===== src/rtl/sprite_attr_fetch_pkg.sv =====
// Shared types and constants for the per-scanline sprite attribute scanner.
// The optional Z-depth skip is controlled by the SPRITE_ZDEPTH_SKIP_EN macro in sprite_attr_fetch.sv.
package sprite_attr_fetch_pkg;

    typedef enum logic [2:0] {
        ST_IDLE  = 3'd0,
        ST_ADDR0 = 3'd1,
        ST_ADDR1 = 3'd2,
        ST_CHECK = 3'd3,
        ST_EMIT  = 3'd4,
        ST_DONE  = 3'd5
    } fetch_state_e;

    // Word 0 field positions
    localparam int W0_ADDR_LSB   = 0;
    localparam int W0_MODE_BIT   = 15;
    localparam int W0_X_LSB      = 16;
    // Word 1 field positions
    localparam int W1_Y_LSB      = 0;
    localparam int W1_HFLIP_BIT  = 16;
    localparam int W1_VFLIP_BIT  = 17;
    localparam int W1_Z_LSB      = 18;
    localparam int W1_COLL_LSB   = 20;
    localparam int W1_PAL_LSB    = 24;
    localparam int W1_WIDTH_LSB  = 28;
    localparam int W1_HEIGHT_LSB = 30;

    typedef struct packed {
        logic [6:0]  idx;
        logic [11:0] addr;
        logic        mode;
        logic [9:0]  x;
        logic [5:0]  row;
        logic [1:0]  width;
        logic        hflip;
        logic [1:0]  z;
        logic [3:0]  coll;
        logic [3:0]  pal;
    } sprite_attr_t;

    function automatic logic [6:0] height_decode(input logic [1:0] code);
        return 7'd8 << code;
    endfunction

    // Index of the bottom row of a sprite, used when mirroring vertically.
    function automatic logic [5:0] height_last_row(input logic [1:0] code);
        logic [6:0] h;
        h = height_decode(code) - 7'd1;
        return h[5:0];
    endfunction

endpackage


===== src/rtl/sprite_y_match.sv =====
// Combinational Y-range test of one sprite against a line; shared with the collision logic.
module sprite_y_match
    import sprite_attr_fetch_pkg::*;
(
    input  logic [9:0] line_i,
    input  logic [9:0] y_i,
    input  logic [1:0] height_i,
    input  logic       vflip_i,
    output logic       hit_o,
    output logic [5:0] row_o
);

    logic [9:0] delta;

    // Wrapping subtract lets sprites with Y near 1023 continue onto lines 0 and up.
    assign delta = line_i - y_i;
    assign hit_o = delta < {3'b000, height_decode(height_i)};
    assign row_o = vflip_i ? (height_last_row(height_i) - delta[5:0]) : delta[5:0];

endmodule


===== src/rtl/sprite_attr_fetch.sv =====
// Scans all sprite entries each line and streams the intersecting ones to the renderer.
// Define SPRITE_ZDEPTH_SKIP_EN to treat Z = 0 sprites as misses.
module sprite_attr_fetch
    import sprite_attr_fetch_pkg::*;
#(
    parameter int NUM_SPRITES = 128
) (
    input  logic        clk_i,
    input  logic        rst_i,
    input  logic        line_start_i,
    input  logic [9:0]  line_idx_i,
    output logic        rd_en_o,
    output logic [7:0]  rd_addr_o,
    input  logic [31:0] rd_data_i,
    output logic        spr_valid_o,
    input  logic        spr_ready_i,
    output logic [6:0]  spr_idx_o,
    output logic [11:0] spr_addr_o,
    output logic        spr_mode_o,
    output logic [9:0]  spr_x_o,
    output logic [5:0]  spr_row_o,
    output logic [1:0]  spr_width_o,
    output logic        spr_hflip_o,
    output logic [1:0]  spr_z_o,
    output logic [3:0]  spr_coll_o,
    output logic [3:0]  spr_pal_o,
    output logic        line_done_o,
    output logic [2:0]  dbg_state_o
);

    // Handshake: a record is transferred on every rising edge where spr_valid_o and
    // spr_ready_i are both high; while valid is high and ready low, the record is held.

    localparam logic [6:0] LAST_IDX = 7'(NUM_SPRITES - 1);

    fetch_state_e state_q, state_d;
    logic [6:0]   n_q, n_d;
    logic [9:0]   line_q, line_d;
    logic [31:0]  w0_q, w0_d;
    sprite_attr_t rec_q, rec_d;

    logic       y_hit;
    logic       hit;
    logic [5:0] row;
    logic       unused_w0;

    assign unused_w0 = ^{w0_q[31:26], w0_q[14:12]};

    sprite_y_match u_y_match (
        .line_i   (line_q),
        .y_i      (rd_data_i[W1_Y_LSB +: 10]),
        .height_i (rd_data_i[W1_HEIGHT_LSB +: 2]),
        .vflip_i  (rd_data_i[W1_VFLIP_BIT]),
        .hit_o    (y_hit),
        .row_o    (row)
    );

`ifdef SPRITE_ZDEPTH_SKIP_EN
    assign hit = y_hit && (rd_data_i[W1_Z_LSB +: 2] != 2'd0);
`else
    assign hit = y_hit;
`endif

    always_ff @(posedge clk_i) begin
        if (rst_i) begin
            state_q <= ST_IDLE;
            n_q     <= 7'd0;
            line_q  <= 10'd0;
            w0_q    <= 32'd0;
            rec_q   <= '0;
        end else begin
            state_q <= state_d;
            n_q     <= n_d;
            line_q  <= line_d;
            w0_q    <= w0_d;
            rec_q   <= rec_d;
        end
    end

    always_comb begin
        state_d = state_q;
        n_d     = n_q;
        line_d  = line_q;
        w0_d    = w0_q;
        rec_d   = rec_q;

        case (state_q)
            ST_IDLE: ;
            ST_ADDR0: state_d = ST_ADDR1;
            ST_ADDR1: begin
                w0_d    = rd_data_i;
                state_d = ST_CHECK;
            end
            ST_CHECK: begin
                rec_d.idx   = n_q;
                rec_d.addr  = w0_q[W0_ADDR_LSB +: 12];
                rec_d.mode  = w0_q[W0_MODE_BIT];
                rec_d.x     = w0_q[W0_X_LSB +: 10];
                rec_d.row   = row;
                rec_d.width = rd_data_i[W1_WIDTH_LSB +: 2];
                rec_d.hflip = rd_data_i[W1_HFLIP_BIT];
                rec_d.z     = rd_data_i[W1_Z_LSB +: 2];
                rec_d.coll  = rd_data_i[W1_COLL_LSB +: 4];
                rec_d.pal   = rd_data_i[W1_PAL_LSB +: 4];
                if (hit) begin
                    state_d = ST_EMIT;
                end else if (n_q == LAST_IDX) begin
                    state_d = ST_DONE;
                end else begin
                    n_d     = n_q + 7'd1;
                    state_d = ST_ADDR0;
                end
            end
            ST_EMIT: begin
                if (spr_ready_i) begin
                    if (n_q == LAST_IDX) begin
                        state_d = ST_DONE;
                    end else begin
                        n_d     = n_q + 7'd1;
                        state_d = ST_ADDR0;
                    end
                end
            end
            ST_DONE: begin
                n_d     = 7'd0;
                state_d = ST_IDLE;
            end
            default: state_d = ST_IDLE;
        endcase

        // A new line always wins, aborting whatever scan is in flight.
        if (line_start_i) begin
            state_d = ST_ADDR0;
            n_d     = 7'd0;
            line_d  = line_idx_i;
        end
    end

    assign rd_en_o     = (state_q == ST_ADDR0) || (state_q == ST_ADDR1);
    assign rd_addr_o   = (state_q == ST_ADDR0) ? {n_q, 1'b0} :
                         (state_q == ST_ADDR1) ? {n_q, 1'b1} : 8'd0;
    assign spr_valid_o = (state_q == ST_EMIT);
    assign line_done_o = (state_q == ST_DONE);
    assign dbg_state_o = state_q;

    assign spr_idx_o   = rec_q.idx;
    assign spr_addr_o  = rec_q.addr;
    assign spr_mode_o  = rec_q.mode;
    assign spr_x_o     = rec_q.x;
    assign spr_row_o   = rec_q.row;
    assign spr_width_o = rec_q.width;
    assign spr_hflip_o = rec_q.hflip;
    assign spr_z_o     = rec_q.z;
    assign spr_coll_o  = rec_q.coll;
    assign spr_pal_o   = rec_q.pal;

endmodule


===== config.mk =====
export PLATFORM = sky130hd
export DESIGN_NAME = sprite_attr_fetch
export DESIGN_NICKNAME = d
export VERILOG_FILES = /design/src/rtl/sprite_attr_fetch_pkg.sv /design/src/rtl/sprite_y_match.sv /design/src/rtl/sprite_attr_fetch.sv
export SDC_FILE = /design/constraint.sdc
export NUM_CORES = 1
export LEC_CHECK = 0
export ABC_AREA = 1
export CORE_MARGIN = 3
export CORE_UTILIZATION = 30
export CTS_CLUSTER_SIZE = 14
export DETAILED_ROUTE_END_ITERATION = 10
export PLACE_DENSITY = 0.65
export SETUP_SLACK_MARGIN = 0.3
export SLEW_MARGIN = 10
export SYNTH_ARGS = -nofsm -noshare
export SYNTH_HDL_FRONTEND = slang
export SYNTH_SLANG_ARGS = --single-unit

===== constraint.sdc =====
create_clock -name clk_i -period 4.1 [get_ports clk_i]
set_input_delay 1.025 -clock clk_i [delete_from_list [all_inputs] [get_ports clk_i]]
set_output_delay 1.025 -clock clk_i [all_outputs]
set_load 0.02 [all_outputs]

==> flow_summary_export.csv, run 1 <==
group,metric,value,unit
cts,cts_tree,"built",
route,wl_per_cell,13.4,um
synthesis,ys_top_cells_by_area,"sky130_fd_sc_hd__dfxtp_1 (45%), sky130_fd_sc_hd__nor2_1 (14%), sky130_fd_sc_hd__o21ai_0 (10%)",
synthesis,netlist_area,0.00411,mm2
power_and_ir_drop,leakage_component_of_the_power,0.00249,uW
layout,antenna_cells,0,
timing,final_max_slew_viol_count,0,
route,detail_route.iter0.violations,240,
grt,antenna_found_initial,0,
die,start_util,0.309,
worst_setup_path,worst-r2r-cell-count,19,
power_and_ir_drop,clock_power_share,0.400,
power_and_ir_drop,total_power,2000,uW
worst_hold_path,worstHoldPathType,"flip-flop to flip-flop",
cts,cts.sink_count,92,
timing,timing.final.crit_share,0.878,
layout,layout-drive-gt1-share,0.0535,
worst_setup_path,worstSetupEndpointType,"flip-flop",
cts,ctsRootBufferMaster,"sky130_fd_sc_hd__clkbuf_16",
power_and_ir_drop,share_seq_of_total_power,0.462,
route,dr_vias,3904,
placed_design,port_buffers,105,
timing,timing.max_slew.rel_slack,0.517,
timing,final.setup_skew,10.4,ps
grt,grt_first_pass_wirelength,18100,um
synthesis,dominantRegCellSynth,"sky130_fd_sc_hd__dfxtp_1",
worst_setup_path,worst_ep_arrival,3840,ps
job,cap_viol_max_count,0,
worst_setup_path,path_max_fanout,6,
cts,cts.htree.levels,3,
timing,fmaxAchievable,278,MHz
grt,grt_start_max_net_pins,65,
placed_design,gp_congestion,0.875,
synthesis,synth.distinct_cells,25,
synthesis,leading_cell_type_by_number_of_instances_after_synthesis,"sky130_fd_sc_hd__nor2_1",
synthesis,synth_top_cells_by_count,"sky130_fd_sc_hd__nor2_1 (148), sky130_fd_sc_hd__dfxtp_1 (92), sky130_fd_sc_hd__o21ai_0 (84)",
worst_hold_path,holdPathStages,2,
die,fp.coreArea,0.0133,mm2
layout,fin_nets,731,
worst_setup_path,worst-r2r-setup-slack,1370,ps
synthesis,syn-mean-instance-area,7.23,um2
cts,numCtsBuffers,9,
synthesis,post_synth_inst_count,568,
grt,first_global_vias,3790,
power_and_ir_drop,p_switching,544,uW
timing,rsz0062_at_grt,"no",
synthesis,asyncSetResetFlopFracSynth,0,
synthesis,synth_warnings,0,
synthesis,ys_seq_elements,92,
timing,report.final.hold_viol_count,0,
cts,clock_path_buffers,2,
timing,setup_viol,0,
power_and_ir_drop,p_int,1460,uW
route,ant_nets,0,
synthesis,postSynthNetCount,631,
grt,track_usage,0.151,
die,chipHeight,123,um
route,finalWirelength,11400,um
die,fp.dieArea,0.0151,mm2
die,i_o_pins,109,
placed_design,detailed_place_hpwl,8010,um
outcome,result_of_the_run,"finished clean",
cts,clock_latency_late_sink,350,ps
route,drt_first_pass_iters,4,
power_and_ir_drop,maximum_vdd_drop,223,uV
synthesis,seq_area_frac_synth,0.449,
timing,transition_time_of_the_tightest_slew_check_pin,723,ps
power_and_ir_drop,powerDensity,353,mW/mm2
worst_setup_path,worstSetupStartpointType,"input port",
worst_setup_path,timing_worst_setup_path_type,"input port to flip-flop",
synthesis,synthDominantCellAreaShare,0.449,
timing,final.setup.tns,0,ps
worst_setup_path,critPathRequiredTime,4340,ps
synthesis,synth_top_area_cell,"sky130_fd_sc_hd__dfxtp_1",
cts,cts.clk_slew.worst_paths,70,ps
cts,number_of_hold_buffers_added_after_cts,0,
route,viasPerCell,4.60,
timing,layout_min_cycle_time,3600,ps
grt,grt_remaining_overflow,0,
die,dieWidth,123,um
synthesis,number_of_enable_flip_flop_cells_after_synthesis,0,
die,num_rows,42,
layout,syn2layout_area_growth,38.1,%
power_and_ir_drop,sw_frac_of_total,0.272,
route,total_drc_errors_in_the_routed_layout,0,
power_and_ir_drop,share_of_total_power_in_combinational_logic,0.139,
## final cells by class
type,count,area (um2)
clock buffers,9,225
clock inverters,7,58.8
fillers,1368,7620
inverters,56,210
multi-input cells,397,2010
flip-flops and latches,92,1840
well taps,176,220
repair buffers,112,1100
## layer usage
metal | vias to the layer above | GRT usage | wire, um
met3 | 10 | 0.0700 | 1050
met2 | 108 | 0.262 | 5210
met4 | 0 | 0.0353 | 125
met1 | 1769 | 0.169 | 4980
met5 | - | 0 | 0
li1 | 2017 | - | -
## final timing paths
check          startpoint   endpoint
min             line_q[0]  line_q[0]
max reg2reg     line_q[0]     n_q[1]
max          rd_data_i[2]     n_q[1]
min reg2reg     line_q[0]  line_q[0]
## power by group through the flow
| stage | Sequential, uW | Clock (uW) | Combinational (uW) |
|---|---|---|---|
| after global placement | 945 | 0 | 255 |
| after detailed placement | 946 | 0 | 260 |
| after floorplan | 949 | 0 | 154 |
| after global routing | 927 | 864 | 312 |
| after CTS | 925 | 825 | 262 |
| final | 925 | 800 | 278 |
## flip-flops by register name, indices dropped and copies added, names as in the netlist
| signal | count |
|---|---|
| dbg_state_o | 3 |
| line_q | 10 |
| n_q | 7 |
| spr_addr_o | 12 |
| spr_coll_o | 4 |
| spr_hflip_o | 1 |
| spr_idx_o | 7 |
| spr_mode_o | 1 |
| spr_pal_o | 4 |
| spr_row_o | 6 |
| spr_width_o | 2 |
| spr_x_o | 10 |
| spr_z_o | 2 |
| w0_q | 23 |
## per-stage QoR
step / hold slack, ps / setup WS, ps / instances / util / area, um2
after CTS: 485 / 319 / 847 / 0.423 / 5620
after global routing: 502 / 292 / 849 / 0.427 / 5670
after floorplan: 437 / 793 / 568 / - / 4110
after global placement: 452 / 41.3 / 831 / 0.401 / 5340
final: 481 / 499 / 849 / 0.427 / 5670
after detailed placement: 473 / -46.9 / 831 / 0.401 / 5340
## cell families after synthesis
| kind of cell | share of synthesized area |
|---|---|
| adders and majority gates | 0.0555 |
| buffers and inverters | 0.0731 |
| xor gates and xnor gates | 0.0277 |
| AOI/OAI and AO/OA | 0.150 |
| DFF | 0.449 |
| and+or+nand+nor | 0.245 |
## cell usage in the layout (no fill, tap or decap), types with 2 or more instances in the layout
cell type                         instances
sky130_fd_sc_hd__a21oi_1                 33
sky130_fd_sc_hd__buf_4                    7
sky130_fd_sc_hd__clkbuf_16                9
sky130_fd_sc_hd__clkdlybuf4s50_1        105
sky130_fd_sc_hd__clkinvlp_4               3
sky130_fd_sc_hd__dfxtp_1                 92
sky130_fd_sc_hd__fa_1                     2
sky130_fd_sc_hd__ha_1                    15
sky130_fd_sc_hd__inv_1                   52
sky130_fd_sc_hd__inv_2                    3
sky130_fd_sc_hd__inv_8                    2
sky130_fd_sc_hd__nand2_1                 65
sky130_fd_sc_hd__nand3_1                 19
sky130_fd_sc_hd__nand3b_1                 2
sky130_fd_sc_hd__nand4_1                  3
sky130_fd_sc_hd__nor2_1                 147
sky130_fd_sc_hd__nor3_1                   2
sky130_fd_sc_hd__nor3_4                   2
sky130_fd_sc_hd__o21ai_0                 84
sky130_fd_sc_hd__xnor2_1                  4
sky130_fd_sc_hd__xor2_1                   8
## worst max-delay path, cell delays in order
cell	delay (ps)
sky130_fd_sc_hd__clkdlybuf4s50_1	450
sky130_fd_sc_hd__inv_1	80
sky130_fd_sc_hd__ha_1	320
sky130_fd_sc_hd__or2_1	250
sky130_fd_sc_hd__nand2_1	100
sky130_fd_sc_hd__o21ai_0	100
sky130_fd_sc_hd__xor2_1	190
sky130_fd_sc_hd__ha_1	360
sky130_fd_sc_hd__nand3_1	90
sky130_fd_sc_hd__nand4_1	90
sky130_fd_sc_hd__nand2_1	60
sky130_fd_sc_hd__nand2_1	90
sky130_fd_sc_hd__nor2_4	170
sky130_fd_sc_hd__nand4_4	170
sky130_fd_sc_hd__nand2_4	160
sky130_fd_sc_hd__nand2_1	50
sky130_fd_sc_hd__nand2_1	50
sky130_fd_sc_hd__nor2_1	40
## repair_timing
item,4_1_cts,5_1_grt
setup buffers,0,1
endpoints found under the setup margin,0,8
resized for setup,0,5
Power figures use the tool's default switching activity.
==> run 2: changes to the inputs <==
Settings changed: CORE_ASPECT_RATIO from default to 2.
==> run 2 against run 1 <==
Count of clock-buffer cells in the layout grew 2. Sequential share of layout area shrank 0.13 points. Core utilization grew 0.43 points. First-iteration DRC count shrank 6.3%. Clock skew shrank 0.94 ps. Global-route usage grew 1.8 points. Critical path depth grew 1. Cell count shrank 1.9%. Worst setup slack gained 12 ps. Critical path type unchanged. Largest power group unchanged. Highest routed layer unchanged.
==> flow_summary_export.csv, run 2 (same netlist as run 1, synthesis figures left out) <==
group,metric,value,unit
layout,final_common_cell,"sky130_fd_sc_hd__nor2_1",
layout,fillerInstances,1340,
worst_hold_path,timing.hold.worst_endpoint,"line_q[0]",
layout,largest-register,"w0_q",
grt,grt_first_pass_wirelength,19600,um
die,fp.coreArea,0.0132,mm2
worst_setup_path,timing_worst_setup_path_type,"input port to flip-flop",
grt,track_usage,0.169,
layout,multi_input_comb_area,0.00199,mm2
route,detail_route.iter0.violations,225,
grt,first_global_vias,4001,
die,dieWidth,88.7,um
die,chipHeight,171,um
worst_setup_path,timing.critical_path.cells,"clkdlybuf4s50_1 -> inv_1 -> ha_1 -> nand2_1 -> nand2_1 -> nand2_1 -> o21ai_1 -> xor2_1 -> ha_1 -> nand3_1 -> nand4_1 -> nand2_1 -> nand2_1 -> nor2_4 -> nand4_4 -> buf_4 -> nand3b_1 -> nand2_1 -> nor2_1",
timing,fin_worst_hold_slack,479,ps
grt,antenna_found_initial,0,
route,dr_vias,3987,
cts,cts.sink_count,92,
placed_design,gp_congestion,0.872,
worst_setup_path,worstSetupStartpointType,"input port",
timing,fmaxAchievable,279,MHz
route,finalWirelength,12300,um
grt,grt_start_max_net_pins,62,
worst_setup_path,worst-r2r-setup-slack,1360,ps
timing,final.setup_skew,9.51,ps
route,total_drc_errors_in_the_routed_layout,0,
route,drt_first_pass_iters,4,
worst_setup_path,worst_ep_arrival,3870,ps
timing,layout_min_cycle_time,3590,ps
timing,timing.final.crit_share,0.875,
timing,setup_ws,511,ps
power_and_ir_drop,leakage_component_of_the_power,0.00252,uW
layout,syn2layout_area_growth,38.7,%
layout,antenna_cells,0,
placed_design,port_buffers,105,
placed_design,place_area,0.00538,mm2
timing,transition_time_of_the_tightest_slew_check_pin,790,ps
worst_setup_path,path_max_fanout,4,
cts,numCtsBuffers,9,
die,num_rows,59,
layout,fin_nets,739,
layout,largest_register_ffs,23,
die,start_util,0.311,
power_and_ir_drop,maximum_vdd_drop,220,uV
cts,clock_path_buffers,2,
die,i_o_pins,109,
timing,report.final.hold_viol_count,0,
timing,final_max_slew_viol_count,0,
timing,timing.max_slew.rel_slack,0.473,
cts,cts_tree,"built",
timing,setup_viol,0,
worst_setup_path,crit_path_frequent_cell,"sky130_fd_sc_hd__nand2_1",
worst_setup_path,worstSetupEndpointType,"flip-flop",
placed_design,detailed_place_hpwl,8880,um
layout,layout.cell_area.non_filler,0.00569,mm2
worst_hold_path,holdPathStages,2,
cts,clock_latency_late_sink,340,ps
layout,layout-drive-gt1-share,0.0646,
worst_hold_path,hold_path.startpoint,"line_q[0]",
worst_setup_path,worst-r2r-cell-count,19,
worst_setup_path,r2r_start,"line_q[0]",
grt,grt_remaining_overflow,0,
route,viasPerCell,4.79,
worst_setup_path,path_buf_inv,3,
cts,ctsRootBufferMaster,"sky130_fd_sc_hd__clkbuf_16",
cts,cts.clk_slew.worst_paths,70,ps
layout,final-seq-area,0.00184,mm2
worst_setup_path,critPathRequiredTime,4380,ps
route,ant_nets,0,
worst_setup_path,cpPeakStageDelay,450,ps
die,fp.dieArea,0.0152,mm2
power_and_ir_drop,powerDensity,357,mW/mm2
worst_hold_path,worstHoldPathType,"flip-flop to flip-flop",
route,wl_per_cell,14.8,um
job,cap_viol_max_count,0,
worst_setup_path,timing.rr.end,"n_q[1]",
worst_setup_path,crit_family,"simple AND/OR/NAND/NOR gates",
outcome,result_of_the_run,"finished clean",
placed_design,place_ws,49.4,ps
layout,mostFrequentLayoutCells,"sky130_fd_sc_hd__nor2_1 (147), sky130_fd_sc_hd__clkdlybuf4s50_1 (105), sky130_fd_sc_hd__dfxtp_1 (92), sky130_fd_sc_hd__o21ai_0 (83), sky130_fd_sc_hd__nand2_1 (65)",
worst_setup_path,cp_slowest_cell,"sky130_fd_sc_hd__clkdlybuf4s50_1",
power_and_ir_drop,total_power,2030,uW
timing,rsz0062_at_grt,"no",
cts,cts.htree.levels,3,
timing,final.setup.tns,0,ps
run 2: timing repair:
| action | CTS | global route |
|---|---|---|
| resized for setup | 0 | 4 |
| endpoints found under the setup margin | 0 | 8 |
| hold endpoints to repair | 0 | 0 |
| setup buffers | 0 | 1 |
| hold buffers | 0 | 0 |
run 2: worst register-to-register path, cell delays in order, from the launching register on:
cell                       delay [ps]
sky130_fd_sc_hd__dfxtp_1          300
sky130_fd_sc_hd__inv_1             70
sky130_fd_sc_hd__ha_1             140
sky130_fd_sc_hd__inv_1             60
sky130_fd_sc_hd__fa_1             370
sky130_fd_sc_hd__nand2_1           80
sky130_fd_sc_hd__nand3_1           80
sky130_fd_sc_hd__nand2_1          110
sky130_fd_sc_hd__xnor2_1          160
sky130_fd_sc_hd__ha_1             290
sky130_fd_sc_hd__nand3_1          100
sky130_fd_sc_hd__nand4_1           90
sky130_fd_sc_hd__nand2_1           70
sky130_fd_sc_hd__nand2_1          110
sky130_fd_sc_hd__nor2_4           150
sky130_fd_sc_hd__nand4_4          130
sky130_fd_sc_hd__buf_4            180
sky130_fd_sc_hd__nand3b_1          70
sky130_fd_sc_hd__nand2_1           50
sky130_fd_sc_hd__nor2_1            80
run 2: final cells by class:
type	count	area share
clock inverters	5	0.00725
repair buffers	121	0.206
flip-flops and latches	92	0.324
well taps	152	0.0334
multi-input cells	396	0.349
clock buffers	11	0.0444
inverters	56	0.0369
run 2: report_power, final:
group / internal [uW] / total [uW] / switching (uW)
registers: 913 / 925 / 11.5
clock network: 450 / 815 / 365
logic: 135 / 292 / 157
total: 1500 / 2030 / 533
run 2: worst max path at each step:
stage,depth (start not counted),startpoint,endpoint
global placement,17,rd_data_i[2],n_q[5]
detailed placement,19,rd_data_i[1],n_q[1]
floorplan,17,rd_data_i[2],n_q[1]
finish,19,rd_data_i[1],n_q[1]
global route,19,rd_data_i[1],n_q[1]
CTS,19,rd_data_i[1],n_q[1]
run 2: through the flow:
stage,util,instances
after floorplan,-,568
after global placement,0.407,816
after CTS,0.429,832
after global routing,0.431,833
after detailed placement,0.407,816
final,0.431,833
run 2: metal layers:
metal | share of wire | vias to the layer above | GRT usage
li1 | - | 2028 | -
met1 | 0.37 | 1829 | 0.173
met2 | 0.54 | 102 | 0.309
met3 | 0.054 | 28 | 0.0412
met4 | 0.035 | 0 | 0.0862
met5 | 0 | - | 0
==> run 3: changes to the inputs <==
Settings changed: GPL_TIMING_DRIVEN from default to 1.
==> results of run 3 <==
The final DEF is identical to that of run 2; final timing and power are the same.
==> edit 1, RTL diff (config.mk and constraints of run 2) <==
Take the reset off `w0_q` and load it in a clocked block of its own.
--- a/src/rtl/sprite_attr_fetch.sv
+++ b/src/rtl/sprite_attr_fetch.sv
@@ -67,5 +67,4 @@
             n_q     <= 7'd0;
             line_q  <= 10'd0;
-            w0_q    <= 32'd0;
             rec_q   <= '0;
         end else begin
@@ -73,7 +72,10 @@
             n_q     <= n_d;
             line_q  <= line_d;
-            w0_q    <= w0_d;
             rec_q   <= rec_d;
         end
+    end
+
+    always_ff @(posedge clk_i) begin
+        w0_q <= w0_d;
     end
 
Behaviour: same outputs for any inputs over 10 cycles, from zero or initial values and one cycle with rst_i high; that may be too few to reach the edited logic, so the function may still have changed.
==> edit 1 against run 2 <==
Final area increased by 1.4%; sequential power increased by 3.2%; synthesized area decreased by 1.2%; global-route usage decreased by 2.1 points; power increased by 2.9%; sequential cell count unchanged; worst setup slack improved by 0.00064 ns; maximum frequency about the same; routed wire length decreased by 11%; clock skew increased by 0.0018 ns; combinational power increased by 3%; clock power increased by 2.5%; critical path type unchanged; highest routed layer unchanged.
==> edit 1: results (changes against run 2) <==
grt_pass1_vias: 3750  # -6.3%
fin_nets: 679  # -8.1%
use_met2_pct: 27.6  # -3.3 points
p_sw_mw: 0.505  # -5.2%
use_met3_pct: 1.94  # -2.2 points
drive_above_1_share_pct: 9.02  # +2.6 points
grt_use_met1_pct: 15.8  # -1.5 points
ctsRootBufferMaster: "clkbuf_16"
cp-startpoint: "rd_data_i[2]"
whs_endpoint: "line_q[0]"
yosysSeqAreaShare_pct: 51.1  # +6.2 points
place_congestion: 0.881  # +1.1%
ir_worst_vdd_mv: 0.185  # -16%
place_area_um2: 5360  # -0.28%
multi_input_area_share_pct: 30.8  # -4.1 points
top_register: "w0_q"
comb.multi_input.count: 337  # -15%
n_all_buffers: 124  # +2.5%
reg2reg_slack_ns: 1.20  # -0.16 ns
cp.arrival_ns: 3.82  # -0.05 ns
grt_pass1_wl_um: 17600  # -10%
slowest_delay_ns: 0.33  # -0.12 ns
wl_met1_um: 4340  # -3.9%
dp_slack_ns: -0.0879  # -0.137 ns
finClkSkew_ns: 0.0113  # +0.00184 ns
synth_cell_types: 30  # +20%
synth_edf_count: 23  # +23
fill_cells: 1302  # -2.8%
wl_met2_um: 5960  # -11%
status: "completed"
sh_seq_area_pct: 35.9  # +3.5 points
worst_pin_slew_ns: 0.765  # -0.0253 ns
dr.first_iter.drc_count: 92  # -59%
routed_wl_um: 11000  # -11%
fin_crit_ns: 3.59  # -0.000640 ns
placedCellCount: 754  # -7.6%
timing.rr.start: "line_q[2]"
n_all_inverters: 52  # -7.1%
place.detailed.hpwl_um: 7900  # -11%
leakage_nw: 2.45  # -2.8%
clock_area_share_pct: 5.22  # +0.058 points
dr_wl_met3_um: 304  # -54%
r2r_cells: 15  # -4
syn_nets: 563  # -11%
slowest_stage: "or2_2"
clk_latency_ns: 0.34  # about the same
async_flop_share_pct: 0  # unchanged
finalNonFillerCells: 773  # -7.2%
path_max_fanout: 4  # unchanged
synth_area_leaders: "dfxtp_1 34%, edfxtp_1 17%, nor2_1 11%, o21ai_0 7.5%, nand2_1 5.6%"
endpoint: "n_q[2]"
area_growth_pct: 42.4
grt_max_degree: 62  # unchanged
==> edit 1: cell families (layout without fill, tap and decap cells) <==
kind of cell	after synthesis	after routing	synth area share, %
xor+xnor	13	13	2.81
fa+ha+maj	17	17	5.62
buf+inv	71	192	6.60
simple gates	217	217	22.4
compound gates	90	90	11.5
flops	92	92	51.1
==> edit 1: power by group through the flow <==
| stage | clock network, mW | logic (mW) | registers (mW) |
|---|---|---|---|
| 6_report | 0.835 | 0.302 | 0.955 |
| 5_1_grt | 0.894 | 0.336 | 0.956 |
| 4_1_cts | 0.858 | 0.284 | 0.954 |
| 3_5_place_dp | 0 | 0.275 | 0.975 |
| 3_3_place_gp | 0 | 0.268 | 0.974 |
| 2_1_floorplan | 0 | 0.145 | 0.979 |
==> edit 1: timing repair <==
item	CTS	global route
gates resized for setup	4	10
pin swaps	2	4
setup buffers	1	1
gates cloned	1	0
setup endpoints to repair	6	9
hold endpoints to repair	0	0
==> edit 2, RTL diff (settings of run 2) <==
Made on the original files. The option `SPRITE_ZDEPTH_SKIP_EN` is turned on by a define.
--- a/src/rtl/sprite_attr_fetch.sv
+++ b/src/rtl/sprite_attr_fetch.sv
@@ -1,4 +1,6 @@
 // Scans all sprite entries each line and streams the intersecting ones to the renderer.
 // Define SPRITE_ZDEPTH_SKIP_EN to treat Z = 0 sprites as misses.
+`define SPRITE_ZDEPTH_SKIP_EN
+
 module sprite_attr_fetch
     import sprite_attr_fetch_pkg::*;
Formal check against the unedited RTL: not equivalent (Yosys sat finds a counterexample within 10 cycles, from zero or initial values and one cycle with rst_i high).
==> edit 2 against run 2 <==
Synthesized area is 0.61% lower; routed wire length down 1.6%; first-iteration DRC count fell by 10%; sequential share of layout area increased by 0.17 points; sequential cell count stayed put; power rose by 1.5%; final area down 0.53%; die area shrank 0.58%; worst setup slack gained 0.068 ns; critical endpoint unchanged.
==> edit 2: results (changes against run 2) <==
status: "completed"
synth_area_leaders: "dfxtp_1 45%, nor2_1 14%, o21ai_0 10%, nand2_1 5.6%, ha_1 4.6%"
slowest_delay_ns: 0.48  # +0.03 ns
grt_max_degree: 72  # +16%
antenna_found_initial: 0  # unchanged
cts_max_level: 3  # unchanged
grt_pass1_wl_um: 19300  # -1.3%
synth-main-ff-cell: "dfxtp_1"
cp_top_family: "simple AND/OR/NAND/NOR gates"
reg2reg_to: "n_q[1]"
cts_made_buffers: 9  # unchanged
top_register: "w0_q"
worst_pin_slew_ns: 0.731  # -0.0593 ns
fin_nets: 725  # -1.9%
dr.pass1.iters: 6  # +2
io_buffers: 105  # unchanged
finalNonFillerCells: 819  # -1.7%
async_flop_share_pct: 0  # unchanged
hp-start: "w0_q[0]"
yosysSeqAreaShare_pct: 45.1  # +0.28 points
synth_compound_area_share_pct: 15.2  # +0.21 points
fill_cells: 1345  # +0.37%
syn_nets: 624  # -1.1%
hold_class: "reg -> reg"
place.detailed.hpwl_um: 8820  # -0.73%
grt_overflow: 0  # unchanged
timing.rr.start: "line_q[0]"
track_usage_pct: 16.5  # -0.44 points
leakage_nw: 2.48  # -1.6%
ctsRootBufferMaster: "clkbuf_16"
ir_worst_vdd_mv: 0.255  # +16%
synth_cell_types: 26  # +4.0%
synth_xor_area_share_pct: 2.79  # +0.017 points
cp.arrival_ns: 3.77  # -0.10 ns
synth_common_cells: "152 x nor2_1, 92 x dfxtp_1, 84 x o21ai_0, 61 x nand2_1, 47 x inv_1"
syn_inst: 561  # -1.2%
path_max_fanout: 6  # +2
whs_endpoint: "spr_addr_o[0]"
clk_pin_slew_ns: 0.07  # about the same
dr.first_iter.drc_count: 202  # -10%
slew_viol_final: 0  # unchanged
vias: 4008  # +0.53%
yosysWarningCount: 0  # unchanged
holdPathStages: 2  # unchanged
clock_tree.buffer_depth: 2  # unchanged
diodes: 0  # unchanged
largest_register_ffs: 23  # unchanged
reg2reg_slack_ns: 1.35
slowest_stage: "clkdlybuf4s50_1"
dp_slack_ns: -0.0308  # -0.0802 ns
finClkSkew_ns: 0.00708  # -0.00243 ns
placedCellCount: 801  # -1.8%
holdWs_ns: 0.481  # +0.00250 ns
post_drt_wl_per_cell_um: 14.8  # about the same
synth_mux_area_share_pct: 0  # unchanged
place_congestion: 0.863  # -1.1%
clk_latency_ns: 0.36  # +0.02 ns
drive_above_1_share_pct: 5.70  # -0.76 points
synthAdderAreaFrac_pct: 5.58  # +0.034 points
## edit 2: cell types whose count changed after synthesis
cell,change
nand2_1,-4
clkbuf_1,-1
a21oi_1,+1
nor3_1,+1
inv_1,-6
xor2_1,-1
buf_1,+1
nor2_1,+4
xnor2_1,+1
nand3_1,-4
nand3b_1,+1
## edit 2: area by class of cell
type | instances | area [um2] | area share [%]
well taps | 152 | 190 | 3.36
repair buffers | 113 | 1110 | 19.7
flip-flops and latches | 92 | 1840 | 32.5
multi-input cells | 396 | 2010 | 35.6
clock inverters | 7 | 91.3 | 1.61
inverters | 50 | 188 | 3.31
clock buffers | 9 | 225 | 3.98
## edit 2: kinds of logic (layout without fill, tap and decap cells)
group / after synthesis / in the layout
and+or+nand+nor: 244 / 245
AOI/OAI and AO/OA: 121 / 121
DFF: 92 / 92
buffers and inverters: 74 / 179
adders and majority gates: 17 / 17
xor gates and xnor gates: 13 / 13
## edit 2: worst register-to-register path, cell delays in order, from the launching register on
cell     delay, ns
dfxtp_1       0.30
inv_1         0.07
ha_1          0.14
inv_1         0.06
fa_1          0.39
nand2_1       0.08
nand2_1       0.09
nand2_1       0.11
xnor2_1       0.19
ha_1          0.31
nand3_1       0.09
nand4_1       0.08
nand2_1       0.07
nand2_1       0.08
nor2_4        0.18
nand4_4       0.15
nand2_4       0.13
nand2_1       0.05
nand2_1       0.05
nor2_1        0.04
## edit 2: timing repair
| item | CTS | global route |
|---|---|---|
| hold endpoints to repair | 0 | 0 |
| setup endpoints to repair | 0 | 9 |
| setup buffers | 0 | 1 |
| gates resized for setup | 0 | 6 |
## edit 2: layer usage
layer	vias to the layer above	global-route usage [%]	part of all wire (%)
li1	2005	-	-
met1	1860	16.3	36
met2	124	31.5	56
met3	19	4.72	5.7
met4	0	5.72	2.2
met5	-	0	0
## edit 2: worst max-delay path by stage
stage	slack, ns	end	start	cells after the start
floorplan	0.82	n_q[1]	rd_data_i[0]	18
global placement	-0.02	n_q[1]	rd_data_i[2]	20
detailed placement	-0.03	n_q[1]	rd_data_i[0]	19
CTS	0.34	n_q[2]	rd_data_i[0]	18
global route	0.34	n_q[2]	rd_data_i[1]	16
finish	0.58	n_q[1]	rd_data_i[1]	18
## edit 2: metrics by stage
step	cell area (um2)	utilization, %	setup TNS [ns]
3_5_place_dp	5290	40.3	-0.0827
4_1_cts	5610	42.7	0
2_1_floorplan	4080	-	0
5_1_grt	5660	43.1	0
6_report	5660	43.1	0
3_3_place_gp	5290	40.3	-0.0209
## edit 2: report_power, final
part	total, mW	internal (mW)	switching (mW)
sequential	0.924	0.913	0.0115
clock	0.852	0.437	0.414
combinational	0.285	0.128	0.158
total	2.06	1.48	0.584
